===== config.mk =====
export PLATFORM = sky130hd
export DESIGN_NAME = fetch_sequencer
export DESIGN_NICKNAME = d
export VERILOG_FILES = /design/src/rtl/fetch_sequencer.sv
export SDC_FILE = /design/constraint.sdc
export NUM_CORES = 1
export LEC_CHECK = 0
export ABC_AREA = 0
export BUFFER_PORTS_ARGS = -buffer_cell sky130_fd_sc_hd__buf_2
export CAP_MARGIN = 10
export CORE_AREA = 2 2 164 166
export DETAILED_ROUTE_END_ITERATION = 8
export DIE_AREA = 0 0 166 168
export PLACE_DENSITY = 0.41
export RECOVER_POWER = 25
export SYNTH_ARGS = -nofsm -noshare
export SYNTH_HDL_FRONTEND = slang
export SYNTH_SLANG_ARGS = --single-unit
export TNS_END_PERCENT = 30

===== constraint.sdc =====
create_clock -name clk -period 2.62 [get_ports clk]
set_clock_uncertainty 0.15 [all_clocks]
set_input_delay 0.262 -clock clk [delete_from_list [all_inputs] [get_ports clk]]
set_output_delay 0.262 -clock clk [all_outputs]
set_load 0.02 [all_outputs]

===== src/rtl/fetch_sequencer.sv =====
// Instruction fetch sequencer: issues instruction-memory reads for the PC, parks
// one response while decode stalls, and drops responses made stale by a redirect.
module fetch_sequencer #(
    parameter int           W   = 32,
    parameter logic [W-1:0] NOP = '0
) (
    input  logic         clk,
    input  logic         rst,
    input  logic [W-1:0] fetch_addr,
    input  logic         redirect,
    input  logic         id_stall,
    input  logic         mem_ack,
    input  logic [W-1:0] mem_rdata,
    output logic         mem_req,
    output logic [W-1:0] mem_addr,
    output logic         pc_stall,
    output logic         inst_valid,
    output logic [W-1:0] inst,
    output logic [W-1:0] inst_pc
);

    typedef enum logic [2:0] {IDLE, ISSUE, WAIT, HOLD, DROP} state_t;

    state_t       state, state_n;
    logic [W-1:0] req_addr, req_addr_n;
    logic [W-1:0] buf_data, buf_data_n;
    logic [W-1:0] buf_addr, buf_addr_n;
    logic [W-1:0] inst_n, inst_pc_n;
    logic         inst_valid_n;
    logic         load;
    logic [W-1:0] load_data, load_addr;
    logic [W-1:0] cur_addr;

    // ISSUE presents the live PC; every later cycle of the same request replays it.
    assign cur_addr = (state == ISSUE) ? fetch_addr : req_addr;

    always_comb begin
        // NOTE: every signal gets a default first so no path through the case infers a latch.
        state_n      = state;
        req_addr_n   = req_addr;
        buf_data_n   = buf_data;
        buf_addr_n   = buf_addr;
        inst_n       = inst;
        inst_pc_n    = inst_pc;
        inst_valid_n = inst_valid;
        load         = 1'b0;
        load_data    = mem_rdata;
        load_addr    = cur_addr;
        mem_req      = 1'b0;
        mem_addr     = req_addr;
        pc_stall     = 1'b1;

        case (state)
            IDLE: state_n = ISSUE;
            ISSUE, WAIT: begin
                mem_req    = 1'b1;
                mem_addr   = cur_addr;
                req_addr_n = cur_addr;
                if (redirect) begin
                    pc_stall = 1'b0;
                    state_n  = mem_ack ? ISSUE : DROP;
                end else if (mem_ack) begin
                    pc_stall = 1'b0;
                    if (!id_stall || !inst_valid) begin
                        load    = 1'b1;
                        state_n = ISSUE;
                    end else begin
                        buf_data_n = mem_rdata;
                        buf_addr_n = cur_addr;
                        state_n    = HOLD;
                    end
                end else begin
                    state_n = WAIT;
                end
            end
            DROP: begin
                mem_req  = 1'b1;
                pc_stall = !redirect;
                if (mem_ack) state_n = ISSUE;
            end
            HOLD: begin
                if (redirect) begin
                    pc_stall = 1'b0;
                    state_n  = ISSUE;
                end else if (!id_stall) begin
                    load      = 1'b1;
                    load_data = buf_data;
                    load_addr = buf_addr;
                    state_n   = ISSUE;
                end
            end
            default: state_n = IDLE;
        endcase

        // Redirect outranks both delivery and decode's stall.
        if (redirect && state != IDLE) begin
            inst_valid_n = 1'b0;
            inst_n       = NOP;
        end else if (load) begin
            inst_valid_n = 1'b1;
            inst_n       = load_data;
            inst_pc_n    = load_addr;
        end else if (!id_stall) begin
            inst_valid_n = 1'b0;
            inst_n       = NOP;
        end

        // Reset is synchronous, so the request outputs are forced idle during the reset cycle too.
        if (rst) begin
            mem_req  = 1'b0;
            mem_addr = '0;
            pc_stall = 1'b1;
        end
    end

    // NOTE: sequential state uses non-blocking assignments only; reset clears the buffer
    // and req_addr as well, so an abandoned request leaves nothing stale behind.
    always_ff @(posedge clk) begin
        if (rst) begin
            state      <= IDLE;
            req_addr   <= '0;
            buf_data   <= '0;
            buf_addr   <= '0;
            inst       <= NOP;
            inst_pc    <= '0;
            inst_valid <= 1'b0;
        end else begin
            state      <= state_n;
            req_addr   <= req_addr_n;
            buf_data   <= buf_data_n;
            buf_addr   <= buf_addr_n;
            inst       <= inst_n;
            inst_pc    <= inst_pc_n;
            inst_valid <= inst_valid_n;
        end
    end

endmodule

# ---- Word level (Yosys, flattened, before mapping)
# Cells that the tools add are included.
# Widths: inputs -> output; s select.
dict set report totals {
  reg_bits 164
  latch_bits 0
  mem_bits_rw 0
  rom_bits 0
  in_bits 69
  out_inout_bits 99
  word_cells 64
  memories 0
}
dict set report classes {
  add_sub_neg 0
  multipliers 0
  div 0
  magnitude_cmp 0
  n_eq_ne 7
  shifts 0
  mux 34
  n_bitwise 3
  reduce_logical 13
}
# cell count
set ops {}
lappend ops {{$mux 32} 11}
lappend ops {{$mux 3} 6}
lappend ops {{$mux 1} 13}
lappend ops {{$pmux 3 s4} 1}
lappend ops {{$eq 3x2->1 const B} 2}
lappend ops {{$reduce_and 2->1} 2}
lappend ops {{$reduce_and 4->1} 1}
lappend ops {{$reduce_or 2->1} 2}
lappend ops {{$eq 3x1->1 const B} 1}
lappend ops {{$eq 3x3->1 const B} 1}
lappend ops {{$logic_not 1->1} 3}
lappend ops {{$logic_not 3->1} 1}
lappend ops {{$ne 3x3->1 const B} 1}
lappend ops {{$not 1->1} 3}
lappend ops {{$pmux 1 s3} 1}
lappend ops {{$reduce_bool 3->1} 1}
lappend ops {{$reduce_or 3->1} 1}
lappend ops {{$mux 2} 1}
lappend ops {{$ne 2x1->1 const B} 1}
lappend ops {{$ne 2x2->1 const B} 1}
lappend ops {{$pmux 1 s2} 1}
lappend ops {{$logic_and 1x1->1} 1}
lappend ops {{$logic_or 1x1->1} 1}

# ---- Logic depth before layout (Yosys ltp)
# Gate-level depths: netlist (run 1).
dict set report depth {
  ltp_word 7
  ltp_mapped 8
  mapped_depth_nobuf 4
}

# ---- Worst setup path after synthesis (run 1)
# No wires, ideal clock.
dict set report synth_timing {
  kind {reg2reg}
  startpoint {reg state[2]}
  endpoint {reg inst_pc[28]}
  setup_ns 0.122
  t_arrival_ns 1.741
  t_required_ns 2.348
  setup_slack_ns 0.607
  path_stages_with_launch 8
  path_buffers 3
  period_less_slack_ns 2.013
  cell_sequence {dfxtp_1 -> buf_6 -> or2_1 -> buf_2 -> or3_1 -> clkbuf_2 -> and4_1 -> a311o_1}
}
dict set report synth_via {
  elab_chain_cells 5
  word_cells_on_any_way 13
  cone_classes {eq/ne: 3; mux: 5; bitwise: 1; reduce/logical: 4}
}
# item line
set synth_lines {}
lappend synth_lines {{from (decl)} 24} ;# state_t state, state_n;
lappend synth_lines {{from (signal assigned)} 128} ;# state <= state_n;
lappend synth_lines {{$eq 3x1->1} {35, 53}}
lappend synth_lines {{$mux 32} 35} ;# assign cur_addr = (state == ISSUE) ? fetch_addr : req_addr;
lappend synth_lines {{$mux 32} 85} ;# end else if (!id_stall) begin
lappend synth_lines {{$mux 32} 82} ;# if (redirect) begin
lappend synth_lines {{$mux 32} 53} ;# case (state)
lappend synth_lines {{to (signal assigned)} 133} ;# inst_pc <= inst_pc_n;
lappend synth_lines {{to (decl)} 19} ;# output logic [W-1:0] inst_pc
# Parallel ways exist; a longest one is shown, timed or not.
# A chain may end at the register's enable or synchronous reset.

# ---- Worst setup path after layout (run 1)
dict set report layout_timing {
  startpoint {reg state[0]}
  endpoint {out mem_addr[22]}
}
dict set report layout_via {
  elab_chain_cells 4
  word_cells_on_any_way 6
  cone_classes {eq/ne: 2; mux: 3; reduce/logical: 1}
}
# item line
set layout_lines {}
lappend layout_lines {{$eq 3x1->1 / $eq 3x2->1 (equally long branches)} {35, 53}}
lappend layout_lines {{$mux 32 / $reduce_or 2->1 (equally long branches)} {35, 53}}
lappend layout_lines {{$mux 32 (*)} --}
lappend layout_lines {{$mux 32 (*)} 109} ;# if (rst) begin
lappend layout_lines {{to (decl)} 15} ;# output logic [W-1:0] mem_addr,
# Mark *: on every way between the ends. The rest lies on a longest branch, timed or not.

==> flow_summary.toml, run 1 <==
[floorplan]
die_h_um = 168
start_util_pct = 24.4
rows = 60
core_sq_um = 26400
dieArea_sq_um = 27900
die_w_um = 166
io_pins = 168

[worst_setup_path]
startpoint_type = "flip-flop"
crit_type = "reg2out"
cp_slowest_cell = "dfxtp_1"
crit_chain = "nor3b_4, buf_8, mux2i_1, nor2_1, buf_2"
end_kind = "output port"
required_ns = 2.21
path_buf_inv = 2
r2r_end = "inst_pc[19]$_SDFFE_PP0P_"
r2r-start = "state[2]$_SDFFE_PP0P_"
crit_arrival_ns = 2.11
crit_family = "flip-flops"
rrSetupSlack_ns = 0.38
path_max_fanout = 14
reg2reg_depth = 5
slowest_delay_ns = 0.46

[hold_path]
hold_path_end = "req_addr[8]$_DFF_P_"
hold_class = "in2reg"
hold_depth = 3
holdCritStartpoint = "fetch_addr[8]"

[clocking]
root_buffer = "clkbuf_16"
cts_buffers = 17
cts_tree = "done"
clkLatencyLatePin_ns = 0.42
clk_pin_slew_ns = 0.07
htreeDepth = 4
post_cts_buffers = 0
cts.sinks = 164
cts_max_path_buffers = 2

[grt]
grt_max_degree = 67
grt_first_pass_wirelength_um = 32500
grt_overflow = 0
grt_usage_pct = 14.5
grt_pass1_vias = 5843
antenna_found_initial = 2

[yosys]
ys_warn_count = 0
avgSynthCellArea_sq_um = 9.29
synth_flop_cell = "dfxtp_1"
synth_cells = 693
ys_ff_latch = 164
synth_largest_area_cell = "dfxtp_1"
synth.top_cell.area_share_pct = 51.0
synthArstFlopShare_pct = 0
syn_nets = 762
synth_area_sq_um = 6430
synth_edf_count = 0
yosysUniqueCellTypes = 31
seq_area_frac_synth_pct = 51.0
ys_top_cells_by_area = "dfxtp_1 (51%), a21oi_1 (5.3%), a311o_1 (5.0%)"

[finish]
multiInputGateArea_sq_um = 2870
fillCellCount = 2784
fin_util_pct = 32.4
final_common_cell = "dfxtp_1"
fin_nets = 925
seqCellArea_sq_um = 3280
drive_gt1_share_pct = 20.9
layout_common_cells = "dfxtp_1 (164), buf_2 (107), nor2_1 (71), nand2_1 (68), a21oi_1 (68)"
synthToLayoutAreaGrowth_pct = 32.8

[timing]
rsz0062_at_grt = "true"
timing.final.crit_share_pct = 96.2
setup_viol = 0
worst_pin_slew_ns = 0.476
slew_violations = 0
hold_viol = 0
relSlewSlack_pct = 68.2
fmax_mhz = 397
final.min_clock_period_ns = 2.52

[run]
drv_cap = 0

[placement]
dp_hpwl_um = 12400
io_buffer_count = 167
globalplace.congestion = 0.712

[power]
p_leak_nw = 3.08
ir_drop_mv = 0.292
power_density_nw_per_um2 = 690
p_total_w = 0.00589

[drt]
post-route-drc-count = 0
drt-pass1-iter-count = 4
drt-wirelength-per-cell_um = 16.8
vias = 5877
wirelength_um = 20300
ant_nets = 0
drtIter0Drc = 285
vias_per_cell = 4.86

[status]
outcome = "finished clean"
==> flip-flops by register name, indices dropped and copies added (netlist names) <==
signal and cells:
buf_addr 32, buf_data 32, inst 32, inst_pc 32
inst_valid 1, req_addr 32, state 3
==> Yosys cell counts, drive strengths merged (2+ instances only) <==
cell type	number
clkbuf	49
a21oi	68
a22oi	33
nor4	35
a211oi	32
nand2	68
nor2	71
nor3	3
mux2i	32
a311o	32
nand3	32
dfxtp	164
inv	2
buf	27
and4	32
or3	3
==> timing repair <==
action / 4_1_cts / 5_1_grt
gates resized for setup: 5 / 19
hold buffers: 33 / 0
gates cloned: 0 / 0
setup endpoints to repair: 18 / 32
endpoints found under the hold margin: 57 / 0
==> kinds of logic after synthesis <==
logic type | Yosys count | share of synthesized area [%]
AND/OR/NAND/NOR | 249 | 19.7
AO/OA/AOI/OAI | 169 | 18.3
flip-flops | 164 | 51.0
buffers and inverters | 78 | 5.76
multiplexers | 32 | 4.98
XOR/XNOR | 1 | 0.253
==> worst register-to-register path: cells and delay by family (launching register included) <==
family | cells | cell delay (ns)
buf+inv | 1 | 0.23
flops | 1 | 0.43
compound gates | 1 | 0.26
simple gates | 3 | 1.04
==> power by group <==
group / switching (W) / internal (W)
Sequential: 0.0000324 / 0.00256
Combinational: 0.000389 / 0.000233
Clock: 0.00108 / 0.00160
==> layout make-up <==
type                            instances  area share [%]
Antenna cell                            1          0.0293
Clock buffer                           19            5.07
Clock inverter                         12            2.08
Inverter                                2          0.0879
Multi-Input combinational cell        451            33.6
Sequential cell                       164            38.4
Tap cell                              341            4.99
Timing Repair Buffer                  220            15.7
==> per-stage QoR <==
step                      cell area [sq um]  setup slack [ns]  TNS, ns  std cells  hold slack (ns)
after floorplan                        6430             0.607        0        693            0.191
after global placement                 7580             0.373        0       1145            0.294
after detailed placement               7580             0.379        0       1145            0.299
after CTS                              8540           -0.0207  -0.0446       1209          0.00407
after global routing                   8540           -0.0280   -0.242       1209           0.0116
final                                  8540            0.0990        0       1210          0.00144
==> layer usage <==
layer	global-route usage [%]	up-vias	part of all wire [%]
met3	4.91	6	6.5
met2	23.3	169	46
met5	0	-	0.064
met4	3.29	2	0.33
met1	19.0	2817	48
li1	-	2883	-
==> worst max path at each step <==
stage                                from  depth (start not counted)                        to  slack [ns]
finish              state[0]$_SDFFE_PP0P_                          5              mem_addr[22]         0.1
detailed placement  state[0]$_SDFFE_PP0P_                          5   inst_pc[2]$_SDFFE_PP0P_        0.38
global placement    state[0]$_SDFFE_PP0P_                          5   inst_pc[2]$_SDFFE_PP0P_        0.37
global route        state[0]$_SDFFE_PP0P_                          5              mem_addr[14]       -0.03
CTS                 state[0]$_SDFFE_PP0P_                          5              mem_addr[22]       -0.02
floorplan           state[2]$_SDFFE_PP0P_                          7  inst_pc[28]$_SDFFE_PP0P_        0.61
Power figures use the tool's default switching activity.
==> run 2, diff against run 1 <==
- CTS_BUF_LIST: default -> sky130_fd_sc_hd__clkbuf_8
==> flow_summary.toml, run 2 (same netlist as run 1, synthesis figures left out) <==
[clocking]
cts_tree = "done"
clk_pin_slew_ns = 0.09
clkLatencyLatePin_ns = 0.46
cts_buffers = 17
cts_max_path_buffers = 2
root_buffer = "clkbuf_8"
cts.sinks = 164
htreeDepth = 4

[run]
drv_cap = 0

[floorplan]
rows = 60
dieArea_sq_um = 27900
io_pins = 168
start_util_pct = 24.4
core_sq_um = 26400
die_w_um = 166
die_h_um = 168

[drt]
ant_nets = 0
drtIter0Drc = 321
vias_per_cell = 4.83
vias = 5998
drt-pass1-iter-count = 4
wirelength_um = 20600
post-route-drc-count = 0
drt-wirelength-per-cell_um = 16.6

[worst_setup_path]
path_max_fanout = 18
cp_slowest_cell = "dfxtp_1"
crit_chain = "nor3b_4, buf_12, mux2i_2, nor2_1, buf_2"
critPathLaunch = "state[1]$_SDFFE_PP0P_"
r2r-start = "state[1]$_SDFFE_PP0P_"
end_kind = "output port"
slowest_delay_ns = 0.38
startpoint_type = "flip-flop"
rrSetupSlack_ns = 0.40
required_ns = 2.21
crit_arrival_ns = 2.03
crit_type = "reg2out"

[status]
outcome = "finished clean"

[finish]
layout_common_cells = "dfxtp_1 (162), buf_2 (103), nor2_1 (71), nand2_1 (68), a21oi_1 (68)"
final_common_cell = "dfxtp_1"
fin_nets = 956
drive_gt1_share_pct = 20.8
fin_util_pct = 33.0
synthToLayoutAreaGrowth_pct = 35.3
fillCellCount = 2780

[timing]
hold_viol = 0
fmax_mhz = 409
final.setup.tns_ns = 0
rsz0062_at_grt = "false"
holdWs_ns = 0.0452
setup_viol = 0
timing.final.crit_share_pct = 93.2
relSlewSlack_pct = 54.1
slew_violations = 0
final.min_clock_period_ns = 2.44
worst_pin_slew_ns = 0.683

[power]
power_density_nw_per_um2 = 609
p_leak_nw = 3.11
ir_drop_mv = 0.228

[placement]
io_buffer_count = 167
globalplace.congestion = 0.712
dp_hpwl_um = 12400

[hold_path]
holdCritStartpoint = "fetch_addr[22]"
hold_class = "in2reg"

[grt]
grt_max_degree = 67
grt_usage_pct = 14.7
grt_overflow = 0
grt_pass1_vias = 5963
grt_first_pass_wirelength_um = 33000
antenna_found_initial = 2
## run 2: cell types whose count changed in the layout (fill, tap and decap cells not counted), sizes merged
cell | before | now
buf | 128 | 124
inv | 5 | 7
clkbuf | 78 | 80
dlygate4sd3 | 33 | 64
## run 2: area by class of cell
type,instances,area [sq um],area share [%]
flip-flops and latches,164,3290,37.8
multi-input cells,451,2920,33.5
repair buffers,251,1650,18.9
well taps,341,427,4.90
clock buffers,17,234,2.69
clock inverters,14,185,2.13
inverters,2,7.51,0.0863
diodes,1,2.50,0.0288
## run 2: layer usage
metal	global-route usage [%]	part of all wire, %	wire [um]
met5	0	0.063	13
met4	3.06	0.56	116
met3	4.84	7.3	1510
met2	23.6	45	9370
met1	19.4	47	9620
## run 2: what timing repair did
action | 4_1_cts | 5_1_grt
hold buffers | 60 | 4
endpoints found under the setup margin | 25 | 32
setup buffers | 0 | 0
endpoints found under the hold margin | 91 | 4
pin swaps | 0 | 1
resized for setup | 12 | 24
## run 2: where the power goes
part           internal (W)  total [W]  switching [W]
Sequential          0.00256    0.00259      0.0000342
Combinational      0.000274   0.000674       0.000400
Clock               0.00103    0.00204        0.00100
## run 2: critical path, delay by kind of cell, from the launching register on
| family | cells | cell delay, ns |
|---|---|---|
| multiplexers | 1 | 0.33 |
| AND/OR/NAND/NOR | 2 | 0.42 |
| flip-flops | 1 | 0.38 |
| buffers and inverters | 2 | 0.44 |
## run 2: metrics by stage
stage | worst slack [ns] | total power, W | instance area (sq um) | cells
6_report | 0.177 | 0.00530 | 8700 | 1241
3_3_place_gp | 0.373 | 0.00321 | 7580 | 1145
2_1_floorplan | 0.607 | 0.00298 | 6430 | 693
5_1_grt | 0.0183 | 0.00557 | 8700 | 1240
4_1_cts | -0.00269 | 0.00537 | 8650 | 1236
3_5_place_dp | 0.379 | 0.00321 | 7580 | 1145
## run 2: path summary, 6_finish.rpt
path / end / cells after the start
worst max register to register: inst_pc[20]$_SDFFE_PP0P_ / 5
worst max-delay path: mem_addr[10] / 5
worst min-delay path: req_addr[22]$_DFF_P_ / 3
worst min register to register: buf_data[0]$_SDFFE_PP0P_ / 2
==> run 3, diff against run 2 <==
- CORE_AREA: 2 2 164 166 -> 2 2 117 119
- DIE_AREA: 0 0 166 168 -> 0 0 119 121
- PLACE_DENSITY: 0.41 -> 0.73
==> flow_summary.toml, run 3 (same netlist as run 1, synthesis figures left out) <==
[finish]
drive_gt1_share_pct = 20.9
layout_common_cells = "dfxtp_1 (163), buf_2 (107), nor2_1 (71), nand2_1 (68), a21oi_1 (68)"
fin_nets = 940
synthToLayoutAreaGrowth_pct = 28.6
fin_util_pct = 63.2
final_common_cell = "dfxtp_1"

[hold_path]
hold_class = "in2reg"

[clocking]
htreeDepth = 4
clkLatencyLatePin_ns = 0.46
cts.sinks = 164
clk_pin_slew_ns = 0.08
root_buffer = "clkbuf_8"
cts_tree = "done"
cts_max_path_buffers = 2
cts_buffers = 17

[grt]
grt_pass1_vias = 5995
grt_max_degree = 133
grt_first_pass_wirelength_um = 28600
antenna_found_initial = 1
grt_overflow = 0
grt_usage_pct = 24.6

[timing]
holdWs_ns = -0.00294
setup_viol = 0
relSlewSlack_pct = 56.8
worst_pin_slew_ns = 0.648
final.setup.tns_ns = 0
slew_violations = 0
fmax_mhz = 384
final.min_clock_period_ns = 2.60
rsz0062_at_grt = "true"
hold_viol = 1
timing.final.crit_share_pct = 99.3

[floorplan]
dieArea_sq_um = 14400
core_sq_um = 13100
rows = 42
start_util_pct = 49.2
io_pins = 168
die_w_um = 119
die_h_um = 121

[drt]
ant_nets = 0
met2_length_um = 9350
drt-wirelength-per-cell_um = 17.3
vias = 6114
post-route-drc-count = 0
drt-pass1-iter-count = 6
vias_per_cell = 5.76
wl_met1_um = 7530
top_layer = "met4"
dr_wl_met3_um = 1200
drtIter0Drc = 615
wirelength_um = 18300

[power]
ir_drop_mv = 0.317
p_leak_nw = 3.05
power_density_nw_per_um2 = 623
p_total_w = 0.00516

[worst_setup_path]
endpoint = "mem_addr[25]"
crit_type = "reg2out"
end_kind = "output port"
crit_arrival_ns = 2.19
required_ns = 2.21
r2r-start = "state[1]$_SDFFE_PP0P_"
reg2reg_depth = 5
rrSetupSlack_ns = 0.30
path_max_fanout = 16
startpoint_type = "flip-flop"
critPathLaunch = "state[2]$_SDFFE_PP0P_"
r2r_end = "inst_pc[14]$_SDFFE_PP0P_"

[run]
drv_cap = 0

[placement]
globalplace.congestion = 0.770
io_buffer_count = 167
dp_hpwl_um = 11200

[status]
outcome = "finished with violations"
violations = "hold timing"
==> run 3: worst min-delay path by stage <==
| stage | startpoint | end | cells past startpoint |
|---|---|---|---|
| 2_1_floorplan | mem_ack | state[2]$_SDFFE_PP0P_ | 1 |
| 3_3_place_gp | buf_data[4]$_SDFFE_PP0P_ | buf_data[4]$_SDFFE_PP0P_ | 2 |
| 3_5_place_dp | buf_data[5]$_SDFFE_PP0P_ | buf_data[5]$_SDFFE_PP0P_ | 2 |
| 4_1_cts | fetch_addr[7] | req_addr[7]$_DFF_P_ | 3 |
| 5_1_grt | fetch_addr[16] | req_addr[16]$_DFF_P_ | 3 |
| 6_report | fetch_addr[12] | req_addr[12]$_DFF_P_ | 3 |
==> run 3: repair_timing <==
action,CTS,global route
hold buffers,43,4
setup buffers,0,2
cloned,0,1
hold endpoints to repair,73,4
endpoints found under the setup margin,5,32
gates resized for setup,2,23
==> run 3: critical path: stages (launching register included) <==
cell and delay [ns]:
dfxtp_1 0.43, nor3b_4 0.25, buf_4 0.17, buf_8 0.23, mux2i_1 0.35, nor2_1 0.10
buf_2 0.20
==> run 3: per-stage QoR <==
| step | cell area, sq um | hold WS [ns] | instances | setup WS [ns] |
|---|---|---|---|---|
| floorplan | 6430 | 0.191 | 693 | 0.607 |
| global placement | 7320 | 0.292 | 978 | 0.407 |
| detailed placement | 7320 | 0.299 | 978 | 0.361 |
| CTS | 8180 | 0.00320 | 1053 | -0.00732 |
| global route | 8270 | 0.00385 | 1061 | -0.0668 |
| finish | 8270 | -0.00294 | 1061 | 0.0181 |
==> run 3: area by class of cell <==
cell class / instances / area, sq um
well taps: 176 / 220
inverters: 2 / 7.51
flip-flops and latches: 164 / 3280
repair buffers: 235 / 1440
clock buffers: 21 / 289
diodes: 1 / 2.50
fillers: 1097 / 4810
clock inverters: 11 / 133
multi-input cells: 451 / 2890
==> run 3: where the power goes <==
part | total [W] | switching (W) | internal [W]
Combinational | 0.000642 | 0.000392 | 0.000251
Clock | 0.00192 | 0.000893 | 0.00103
Sequential | 0.00259 | 0.0000343 | 0.00256
==> run 3: layer usage <==
metal / up-vias / track usage (%)
met5: - / 0
met4: 0 / 8.56
met3: 27 / 7.33
met2: 221 / 42.0
met1: 2955 / 29.4
li1: 2911 / -
